$ cat src/rtl/adc_spi_master.sv
`default_nettype none
// ============================================================================
// Module   : adc_spi_master
// Brief    : 3-wire SPI master (mode 0, MSB first) for the AD9434 config port.
// Revision : 1.0 - initial release
// ============================================================================
module adc_spi_master #(
    parameter int MOSI_DATA_WIDTH = 24,
    parameter int MISO_DATA_WIDTH = 8,
    parameter int CLK_DIV         = 4,
    parameter int CS_SETUP        = 2,
    parameter int CS_HOLD         = 2,
    parameter int CS_GAP          = 4
) (
    input  logic                       clk,
    input  logic                       rst_n,
    input  logic                       i_spi_wr_cmd,
    input  logic                       i_spi_rd_cmd,
    input  logic [MOSI_DATA_WIDTH-1:0] i_spi_wr_data,
    output logic [MISO_DATA_WIDTH-1:0] o_spi_rd_data,
    output logic                       o_spi_rd_valid,
    output logic                       o_spi_busy,
    output logic                       o_sclk,
    output logic                       o_csb,
    output logic                       o_sdio_out,
    output logic                       o_sdio_oe,
    input  logic                       i_sdio_in
);

    localparam int BIT_W    = $clog2(MOSI_DATA_WIDTH);
    localparam int DIV_W    = (CLK_DIV > 1) ? $clog2(CLK_DIV) : 1;
    localparam int WAIT_MAX = (CS_SETUP > CS_HOLD) ? ((CS_SETUP > CS_GAP) ? CS_SETUP : CS_GAP)
                                                   : ((CS_HOLD > CS_GAP) ? CS_HOLD : CS_GAP);
    localparam int WAIT_W   = $clog2(WAIT_MAX + 1);

    localparam logic [DIV_W-1:0]  DIV_LAST   = DIV_W'(CLK_DIV - 1);
    localparam logic [BIT_W-1:0]  BIT_FIRST  = BIT_W'(MOSI_DATA_WIDTH - 1);
    localparam logic [BIT_W-1:0]  RX_BITS    = BIT_W'(MISO_DATA_WIDTH);
    localparam logic [WAIT_W-1:0] SETUP_LAST = WAIT_W'(CS_SETUP - 1);
    localparam logic [WAIT_W-1:0] HOLD_LAST  = WAIT_W'(CS_HOLD - 1);
    localparam logic [WAIT_W-1:0] GAP_LAST   = WAIT_W'(CS_GAP - 1);

    typedef enum logic [2:0] {
        S_IDLE  = 3'd0,
        S_SETUP = 3'd1,
        S_SHIFT = 3'd2,
        S_HOLD  = 3'd3,
        S_GAP   = 3'd4
    } state_t;

    state_t                     r_state, w_state;
    logic [WAIT_W-1:0]          r_wait, w_wait;
    logic [DIV_W-1:0]           r_div, w_div;
    logic                       r_phase, w_phase;
    logic [BIT_W-1:0]           r_bit, w_bit;
    logic [MOSI_DATA_WIDTH-1:0] r_shift, w_shift;
    logic                       r_rd, w_rd;
    logic [MISO_DATA_WIDTH-1:0] r_rx, w_rx, w_rx_shift;
    logic [MISO_DATA_WIDTH-1:0] r_rd_data, w_rd_data;
    logic                       r_rd_valid, w_rd_valid;
    logic                       r_busy, w_busy;
    logic                       r_sclk, w_sclk;
    logic                       r_csb, w_csb;
    logic                       r_sdio_out, w_sdio_out;
    logic                       r_sdio_oe, w_sdio_oe;

    generate
        if (MISO_DATA_WIDTH > 1) begin : g_rx_multi
            assign w_rx_shift = {r_rx[MISO_DATA_WIDTH-2:0], i_sdio_in};
        end else begin : g_rx_single
            assign w_rx_shift = i_sdio_in;
        end
    endgenerate

    always_ff @(posedge clk or negedge rst_n) begin
        if (!rst_n) begin
            r_state    <= S_IDLE;
            r_wait     <= '0;
            r_div      <= '0;
            r_phase    <= 1'b0;
            r_bit      <= '0;
            r_shift    <= '0;
            r_rd       <= 1'b0;
            r_rx       <= '0;
            r_rd_data  <= '0;
            r_rd_valid <= 1'b0;
            r_busy     <= 1'b0;
            r_sclk     <= 1'b0;
            r_csb      <= 1'b1;
            r_sdio_out <= 1'b0;
            r_sdio_oe  <= 1'b0;
        end else begin
            r_state    <= w_state;
            r_wait     <= w_wait;
            r_div      <= w_div;
            r_phase    <= w_phase;
            r_bit      <= w_bit;
            r_shift    <= w_shift;
            r_rd       <= w_rd;
            r_rx       <= w_rx;
            r_rd_data  <= w_rd_data;
            r_rd_valid <= w_rd_valid;
            r_busy     <= w_busy;
            r_sclk     <= w_sclk;
            r_csb      <= w_csb;
            r_sdio_out <= w_sdio_out;
            r_sdio_oe  <= w_sdio_oe;
        end
    end

    always_comb begin
        w_state    = r_state;
        w_wait     = r_wait;
        w_div      = r_div;
        w_phase    = r_phase;
        w_bit      = r_bit;
        w_shift    = r_shift;
        w_rd       = r_rd;
        w_rx       = r_rx;
        w_rd_data  = r_rd_data;
        w_rd_valid = 1'b0;
        w_busy     = r_busy;
        w_sclk     = r_sclk;
        w_csb      = r_csb;
        w_sdio_out = r_sdio_out;
        w_sdio_oe  = r_sdio_oe;

        case (r_state)
            S_IDLE: begin
                if ((i_spi_wr_cmd || i_spi_rd_cmd) && !r_busy) begin
                    w_shift    = i_spi_wr_data;
                    w_rd       = i_spi_rd_cmd;
                    w_busy     = 1'b1;
                    w_csb      = 1'b0;
                    w_sdio_oe  = 1'b1;
                    w_sdio_out = i_spi_wr_data[MOSI_DATA_WIDTH-1];
                    w_bit      = BIT_FIRST;
                    w_wait     = '0;
                    w_state    = S_SETUP;
                end
            end

            S_SETUP: begin
                if (r_wait == SETUP_LAST) begin
                    w_div   = '0;
                    w_phase = 1'b0;
                    w_state = S_SHIFT;
                end else begin
                    w_wait = r_wait + 1'b1;
                end
            end

            S_SHIFT: begin
                if (r_div != DIV_LAST) begin
                    w_div = r_div + 1'b1;
                end else begin
                    w_div = '0;
                    if (!r_phase) begin
                        // Rising SCLK edge: slave data has been stable for a full low phase.
                        w_phase = 1'b1;
                        w_sclk  = 1'b1;
                        if (r_rd && (r_bit < RX_BITS)) begin
                            w_rx = w_rx_shift;
                        end
                    end else begin
                        w_phase = 1'b0;
                        w_sclk  = 1'b0;
                        if (r_bit == '0) begin
                            w_wait  = '0;
                            w_state = S_HOLD;
                        end else begin
                            w_bit   = r_bit - 1'b1;
                            w_shift = r_shift << 1;
                            // Turn the bus around once the instruction bits are out.
                            if (r_rd && (w_bit < RX_BITS)) begin
                                w_sdio_oe  = 1'b0;
                                w_sdio_out = 1'b0;
                            end else begin
                                w_sdio_out = w_shift[MOSI_DATA_WIDTH-1];
                            end
                        end
                    end
                end
            end

            S_HOLD: begin
                if (r_wait == HOLD_LAST) begin
                    w_csb      = 1'b1;
                    w_sdio_oe  = 1'b0;
                    w_sdio_out = 1'b0;
                    if (r_rd) begin
                        w_rd_data  = r_rx;
                        w_rd_valid = 1'b1;
                    end
                    w_wait  = '0;
                    w_state = S_GAP;
                end else begin
                    w_wait = r_wait + 1'b1;
                end
            end

            S_GAP: begin
                if (r_wait == GAP_LAST) begin
                    w_busy  = 1'b0;
                    w_wait  = '0;
                    w_state = S_IDLE;
                end else begin
                    w_wait = r_wait + 1'b1;
                end
            end

            default: begin
                w_state = S_IDLE;
            end
        endcase
    end

    assign o_spi_rd_data  = r_rd_data;
    assign o_spi_rd_valid = r_rd_valid;
    assign o_spi_busy     = r_busy;
    assign o_sclk         = r_sclk;
    assign o_csb          = r_csb;
    assign o_sdio_out     = r_sdio_out;
    assign o_sdio_oe      = r_sdio_oe;

endmodule
`default_nettype wire
$ cat config.mk
export PLATFORM = sky130hd
export DESIGN_NAME = adc_spi_master
export DESIGN_NICKNAME = d
export VERILOG_FILES = /design/src/rtl/adc_spi_master.sv
export SDC_FILE = /design/constraint.sdc
export NUM_CORES = 1
export LEC_CHECK = 0
export ABC_AREA = 1
export BUFFER_PORTS_ARGS = -buffer_cell sky130_fd_sc_hd__buf_2
export CAP_MARGIN = 20
export CELL_PAD_IN_SITES_DETAIL_PLACEMENT = 1
export CELL_PAD_IN_SITES_GLOBAL_PLACEMENT = 1
export CORE_MARGIN = 4
export CORE_UTILIZATION = 44
export CTS_BUF_LIST = sky130_fd_sc_hd__clkbuf_2
export DETAILED_ROUTE_END_ITERATION = 16
export MAX_ROUTING_LAYER = met4
export PLACE_DENSITY_LB_ADDON = 0.1
export SYNTH_ARGS = -nofsm -noshare
export SYNTH_HDL_FRONTEND = slang
export SYNTH_SLANG_ARGS = --single-unit
$ cat constraint.sdc
create_clock -name clk -period 1.63 [get_ports clk]
set_input_delay 0.0815 -clock clk [delete_from_list [all_inputs] [get_ports clk]]
set_output_delay 0.0815 -clock clk [all_outputs]
set_load 0.02 [all_outputs]
==> impl_results.md, run 1 <==
* CP required at 2.03 ns
* Sequential area share after synthesis at 0.502
* Post-DP HPWL at 4950 µm
* Hold crit path type: in2async
* Slew Viols, Final at 0
* FF-to-FF path depth at 7
* Placed cell area at 3300 µm²
* Syn avg cell area at 8.23 µm²
* Gpl congestion at between 0.7 and 0.8
* Crit Path Class: reg2reg
* DR WL/cell at 16.7 µm
* Die ar. at 8190 µm²
* Final nets at a little under 500
* Final Hold Viols at 0
* Setup Viol. Count Final at 3
* Insertion delay to the later sink of the worst-skew pair at 0.49 ns
* Synth Register Bits at 60
* First-pass GRT wire length at 12900 µm
* Worst Path Max Fanout at 4
* CTS Root Cell: clkbuf_2
* Starting density of the core at 0.461
* CTS Buf Count at 9
* Die Span X at 90.5 µm
* Peak supply drop at 394 µV
* R2r endpoint: r_wait[2]$_DFFE_PN0P_
* Clock Path Buffers at 2
* Vias/cell at roughly 5.0
* Syn Nets at 400
* Max Cap Viol at 0
* Residual DRC at 0
* GR Overflow Total at 0
* Worst r2r src: r_state[1]$_DFFE_PN0P_
* Top cell type by total area after synthesis: dfrtp_1
* Clock Skew at 0.0233 ns
* CTS tree: built
* Vias in the first global route at 2804
* Crit. End Element: register
* Pin count of the biggest net entering global routing at 41
* Number of buffers added on ports at 42
* Tot GR Track Use at 0.198
* H-tree Lvls at 3
* Final worst-path cycle share at 1.03
* Failing checks: setup timing
* Status: finished, violations left
* Cell variety after synth at 26
* Power Density at 644 nW/µm²
* Dpl cells at 480
* Remaining antenna violation count at 0
* Number of synthesis warnings at 0
* Post-route minimum period at 1.68 ns
* RSZ-0062 raised after global routing: yes
* Startpoint Class: register
* R2R Setup Slk at -0.05 ns
* Slew of the pin with the lowest slew margin at about 0.6 ns
* Drt first pass iters at 4
* Leak at 1.93 nW
* Fmax at 595 MHz
* Synth top area cells: dfrtp_1, nand2_1, o21ai_0
* Fin worst setup slack at -0.0507 ns
* Core region area at 6490 µm²
* Area growth syn-to-layout at 32.1%
* Top-area cell type share of the netlist area at 0.493
* Clock transition at the registers of the reported paths at 0.19 ns
* Cell area after layout at 3950 µm²
* Mapped Cells at 364
* Cell Rows at 29
* Rel. slew slack at 0.606
* Routed vias at 2691
* Synthesized area at 2990 µm²
* Clock Sinks at 60
* WL final at 8890 µm
* Detailed Route Iter0 Violations at 106
* Layout cells sized above 1 at 0.287
* Die Ht at between 90 and 100 µm
* WP data arrival at 2.08 ns
* Inserted Diodes at 0
* Post-Layout Cell Count at 534
* Initial antenna violation count at 0
* IO Pins at between 40 and 50
metal layers:
layer / share of wire / vias up / track usage
li1: - / 1323 / -
met1: 0.43 / 1317 / 0.238
met2: 0.54 / 40 / 0.335
met3: 0.021 / 11 / 0.0300
met4: 0.015 / 0 / 0.0753
met5: 0 / - / -
how the worst max path moves through the flow:
stage,start,cells past startpoint,to
2_1_floorplan,r_state[2]$_DFFE_PN0P_,10,r_shift[15]$_DFFE_PN0P_
6_report,r_state[1]$_DFFE_PN0P_,7,r_wait[2]$_DFFE_PN0P_
3_5_place_dp,r_div[0]$_DFFE_PN0P_,7,r_wait[1]$_DFFE_PN0P_
5_1_grt,r_bit[2]$_DFFE_PN0P_,10,r_bit[3]$_DFFE_PN0P_
4_1_cts,r_bit[1]$_DFFE_PN0P_,10,r_shift[21]$_DFFE_PN0P_
3_3_place_gp,r_div[0]$_DFFE_PN0P_,7,r_wait[1]$_DFFE_PN0P_
area by class of cell:
| class | instances | area [µm²] |
|---|---|---|
| sequential | 60 | 1500 |
| fill | 793 | 2540 |
| tap | 77 | 96.3 |
| clock buffer | 10 | 50.0 |
| multi-input combinational | 239 | 1320 |
| clock inverter | 6 | 55.1 |
| timing repair buffer | 90 | 731 |
| inverter | 52 | 200 |
report_power, final:
group	internal (mW)	switching, mW	leakage [nW]	total [mW]
Combinational	0.0761	0.0573	1.16	0.133
Clock	0.348	0.573	0.0752	0.921
Sequential	1.49	0.000430	0.699	1.49
cell usage in the layout, fill, tap and decap left out, types with 5 or more instances in the layout:
cell type | netlist | final
nand2_1 | 112 | 94
dfrtp_1 | 59 | 59
inv_1 | 51 | 49
o21ai_0 | 65 | 48
buf_2 | 3 | 42
dlygate4sd3_1 | 0 | 27
o21ai_2 | 6 | 15
nor2_1 | 15 | 13
buf_4 | 1 | 13
nand2_2 | 0 | 12
nand3_1 | 12 | 11
o21ai_1 | 2 | 10
clkbuf_2 | 0 | 10
nand2_4 | 3 | 9
a21oi_1 | 5 | 5
ha_1 | 7 | 5
clkinv_2 | 0 | 5
metrics by stage:
stage	TNS (ns)	utilization	setup WS, ns	hold WS, ns	total power, mW
3_5_place_dp	0	0.509	0.0494	0.0999	1.60
5_1_grt	-2.68	0.609	-0.130	0.103	2.65
3_3_place_gp	0	0.509	0.101	0.0966	1.60
4_1_cts	0	0.566	0.0361	0.0695	2.55
6_report	-0.111	0.609	-0.0507	0.0950	2.55
2_1_floorplan	0	-	0.212	-0.214	1.52
synthesized netlist by cell type:
library cell	instances
a21oi_1	5
buf_12	1
buf_2	3
buf_4	1
buf_6	5
clkbuf_1	3
dfrtp_1	59
dfstp_2	1
ha_1	7
inv_1	51
inv_6	1
nand2_1	112
nand2_4	3
nand3_1	12
nand4_1	1
nand4_2	1
nor2_1	15
nor2_4	3
nor2_8	1
nor3_1	3
o21ai_0	65
o21ai_1	2
o21ai_2	6
o31ai_1	1
or2_2	1
xor2_1	1
flip-flops by register name, summed over array words and instances, names as in the netlist:
| register | flops |
|---|---|
| r_shift | 23 |
| r_wait | 3 |
| o_spi_rd_data | 8 |
| r_bit | 5 |
| r_rd | 1 |
| o_spi_busy | 1 |
| r_rx | 8 |
| o_sdio_oe | 1 |
| r_state | 3 |
| r_div | 2 |
| o_sclk | 1 |
| o_csb | 1 |
| o_sdio_out | 1 |
| o_spi_rd_valid | 1 |
| r_phase | 1 |
critical path, stage by stage (launching register included):
cell	delay, ns
dfrtp_1	0.47
buf_4	0.18
nor3_1	0.37
a21oi_1	0.16
nand3_1	0.20
inv_2	0.09
nand2_1	0.06
o21ai_0	0.07
kinds of logic after synthesis:
group / synth area share
flops: 0.502
fa+ha+maj: 0.0293
simple gates: 0.222
buf+inv: 0.104
compound gates: 0.140
xor+xnor: 0.00293
what timing repair did:
action | in CTS | in global routing
gates resized for setup | 0 | 62
buffers inserted | 0 | 8
hold buffers | 27 | 0
endpoints found under the setup margin | 0 | 49
endpoints found under the hold margin | 86 | 0
Note: power is estimated with default switching activity, not from simulation.
==> run 2: changes to the inputs <==
--- a/config.mk
+++ b/config.mk
@@ -13,3 +13,3 @@
 export CORE_MARGIN = 4
-export CORE_UTILIZATION = 44
+export CORE_UTILIZATION = 40
 export CTS_BUF_LIST = sky130_fd_sc_hd__clkbuf_2
@@ -18,2 +18,3 @@
 export PLACE_DENSITY_LB_ADDON = 0.1
+export SETUP_SLACK_MARGIN = 0.05
 export SYNTH_ARGS = -nofsm -noshare
==> constraint.sdc (replaced) <==
create_clock -name clk -period 1.5 [get_ports clk]
set_input_delay 0.3 -clock clk [delete_from_list [all_inputs] [get_ports clk]]
set_output_delay 0.3 -clock clk [all_outputs]
set_load 0.02 [all_outputs]
==> run 2 against run 1 <==
The flow still finishes with violations (setup timing). Highest routed layer unchanged. Register-to-register slack worse by 0.05 ns. Die area is 9.1% higher. First-iteration DRC count shrank 23%.
==> impl_results.md, run 2 (synthesized netlist as in run 1, its figures left out) <==
* Status: finished, violations left
* Failing checks: setup timing
* GR Overflow Total at 0 (unchanged)
* Die ar. at 8930 µm² (+9.1%)
* WL final at 8730 µm (-1.8%)
* Vias in the first global route at 2698 (-3.8%)
* R2r endpoint: r_shift[0]$_DFFE_PN0P_
* Number of buffers added on ports at 42 (unchanged)
* Final Hold Viols at 0 (unchanged)
* Max incr delay on CP at 0.41 ns (-0.06 ns)
* Hold crit path type: in2reg
* Worst r2r src: r_bit[1]$_DFFE_PN0P_
* R2R Setup Slk at -0.1 ns (-0.05 ns)
* Drt first pass iters at 4 (unchanged)
* Clock transition at the registers of the reported paths at 0.18 ns (about the same)
* Startpoint Class: register
* Post-route minimum period at 1.60 ns (-0.0830 ns)
* Cell Rows at 31 (+6.9%)
* Commonest cells after routing, fill and taps aside: nand2_1, dfrtp_1, inv_1
* CTS tree: built
* Final nets at 483 (-1.0%)
* CP required at 1.86 ns (-0.17 ns)
* Rel. slew slack at 0.722 (+0.117)
* Fin worst setup slack at -0.0977 ns (-0.0470 ns)
* Dpl cells at 511 (+6.5%)
* CTS Root Cell: clkbuf_2
* Most used cell, CP: nand2_4
* Post-Layout Cell Count at 550 (+3.0%)
* Area growth syn-to-layout at 38.4%
* Largest register FFs at 23 (unchanged)
* Power Density at 642 nW/µm² (-0.38%)
* Clock Path Buffers at 2 (unchanged)
* Crit. End Element: register
* RSZ-0062 raised after global routing: yes
* Detailed Route Iter0 Violations at 82 (-23%)
* Vias/cell at 4.92 (-2.4%)
* Remaining antenna violation count at 0 (unchanged)
* CTS Buf Count at 9 (unchanged)
* DR WL/cell at 15.9 µm (-4.7%)
* Clock Sinks at 60 (unchanged)
* Crit-path cells: inv_2 > ha_4 > nand3_4 > nand2_4 > nand2_4 > nand2_4 > nor2_4 > inv_2 > nand2_1 > nand2_1
* Tot GR Track Use at 0.187 (-0.0107)
* Slew of the pin with the lowest slew margin at 0.417 ns (-0.175 ns)
* Final worst-path cycle share at 1.07 (+0.0341)
* Worst Path Max Fanout at 5 (+1)
* Starting density of the core at 0.413 (-0.0482)
* Most common cell after layout, fill and taps aside: nand2_1
* Slew Viols, Final at 0 (unchanged)
* Routed vias at 2704 (+0.48%)
* Post-DP HPWL at 4830 µm (-2.3%)
* Die Ht at 94.5 µm (+4.4%)
* Worst Hold End: r_rx[0]$_DFFE_PN0P_
* Worst path slowest cell: dfrtp_1
* Inserted Diodes at 0 (unchanged)
* FF-to-FF path depth at 10 (+3)
* Max Cap Viol at 0 (unchanged)
* Insertion delay to the later sink of the worst-skew pair at 0.46 ns (-0.03 ns)
* Setup Viol. Count Final at 36 (+33)
* WP data arrival at 1.96 ns (-0.12 ns)
* Layout cells sized above 1 at 0.419 (+0.132)
* Hold Startpoint: i_sdio_in
* Cell area after layout at 4150 µm² (+4.8%)
* Core region area at 7250 µm² (+12%)
* Leak at 1.99 nW (+2.7%)
* Residual DRC at 0 (unchanged)
* Crit Path Class: reg2reg
* Fill count at 871 (+9.8%)
* H-tree Lvls at 3 (unchanged)
* Placed cell area at 3410 µm² (+3.3%)
* Initial antenna violation count at 0 (unchanged)
* Most flop-heavy register: r_shift
* Clock Skew at 0.0292 ns (+0.00588 ns)
* Fmax at 626 MHz (+5.2%)
* Gpl congestion at 0.811 (+6.1%)
* IO Pins at 43 (unchanged)
* Total power at 2.66 mW (+4.4%)
* Die Span X at 94.5 µm (+4.4%)
* Hold Path Stages at 3
* First-pass GRT wire length at 12800 µm (-0.59%)
* Pin count of the biggest net entering global routing at 61 (+49%)
* Peak supply drop at 399 µV (+1.1%)
-- run 2: changes by cell type in the layout (fill, tap and decap cells not counted), moves of 4 or more --
| cell | previous run | this run |
|---|---|---|
| dlygate4sd3_1 | 27 | 1 |
| o21ai_0 | 48 | 28 |
| o21ai_1 | 10 | 22 |
| buf_4 | 13 | 23 |
| nand2_1 | 94 | 85 |
| buf_6 | 2 | 10 |
| o21ai_2 | 15 | 23 |
| nand2_2 | 12 | 19 |
| inv_1 | 49 | 43 |
| inv_2 | 2 | 8 |
| nor2_1 | 13 | 7 |
| nor2_4 | 3 | 9 |
| nand3_1 | 11 | 7 |
-- run 2: repair_timing --
item	4_1_cts	5_1_grt
pin swaps	2	21
hold endpoints to repair	59	0
endpoints found under the setup margin	47	57
gates cloned	2	5
resized for setup	35	113
buffers inserted	8	10
hold buffers	1	0
-- run 2: through the flow --
step	setup slack, ns	hold WS, ns	setup TNS [ns]	utilization
global route	-0.183	0.0322	-4.45	0.572
detailed placement	-0.0393	0.336	-0.386	0.470
finish	-0.0977	0.0867	-1.72	0.572
global placement	-0.00991	0.337	-0.0430	0.470
floorplan	0.0816	0.00441	0	-
CTS	-0.0463	0.0435	-0.265	0.514
-- run 2: area by class of cell --
| class | count | area [µm²] | share of cell area |
|---|---|---|---|
| clock buffer | 9 | 45.0 | 0.0109 |
| clock inverter | 6 | 56.3 | 0.0136 |
| inverter | 52 | 200 | 0.0483 |
| multi-input combinational | 241 | 1530 | 0.369 |
| sequential | 60 | 1500 | 0.363 |
| tap | 99 | 124 | 0.0299 |
| timing repair buffer | 83 | 686 | 0.165 |
-- run 2: routing by layer --
metal | GRT usage | wire length, µm
met2 | 0.290 | 4470
met1 | 0.251 | 3920
met4 | 0.0469 | 106
met5 | - | 0
met3 | 0.0422 | 238
-- run 2: critical path, delay by kind of cell, from the launching register on --
kind	cells	cell delay, ns
simple gates	7	0.73
flops	1	0.41
buf+inv	2	0.19
fa+ha+maj	1	0.17
-- run 2: how the worst max path moves through the flow --
stage,startpoint,end,slack [ns]
final,r_bit[1]$_DFFE_PN0P_,r_shift[0]$_DFFE_PN0P_,-0.1
after detailed placement,r_state[2]$_DFFE_PN0P_,o_spi_rd_data[5]$_DFFE_PN0P_,-0.04
after global placement,r_state[2]$_DFFE_PN0P_,o_spi_rd_data[1]$_DFFE_PN0P_,-0.01
after floorplan,r_state[2]$_DFFE_PN0P_,r_shift[15]$_DFFE_PN0P_,0.08
after CTS,r_state[0]$_DFFE_PN0P_,r_bit[4]$_DFFE_PN0P_,-0.05
after global routing,r_bit[1]$_DFFE_PN0P_,r_shift[0]$_DFFE_PN0P_,-0.18
-- run 2: report_power, final --
part | switching (mW) | total [mW] | internal, mW
Clock | 0.596 | 0.959 | 0.362
Combinational | 0.0463 | 0.0799 | 0.0335
Sequential | 0.000355 | 1.62 | 1.62
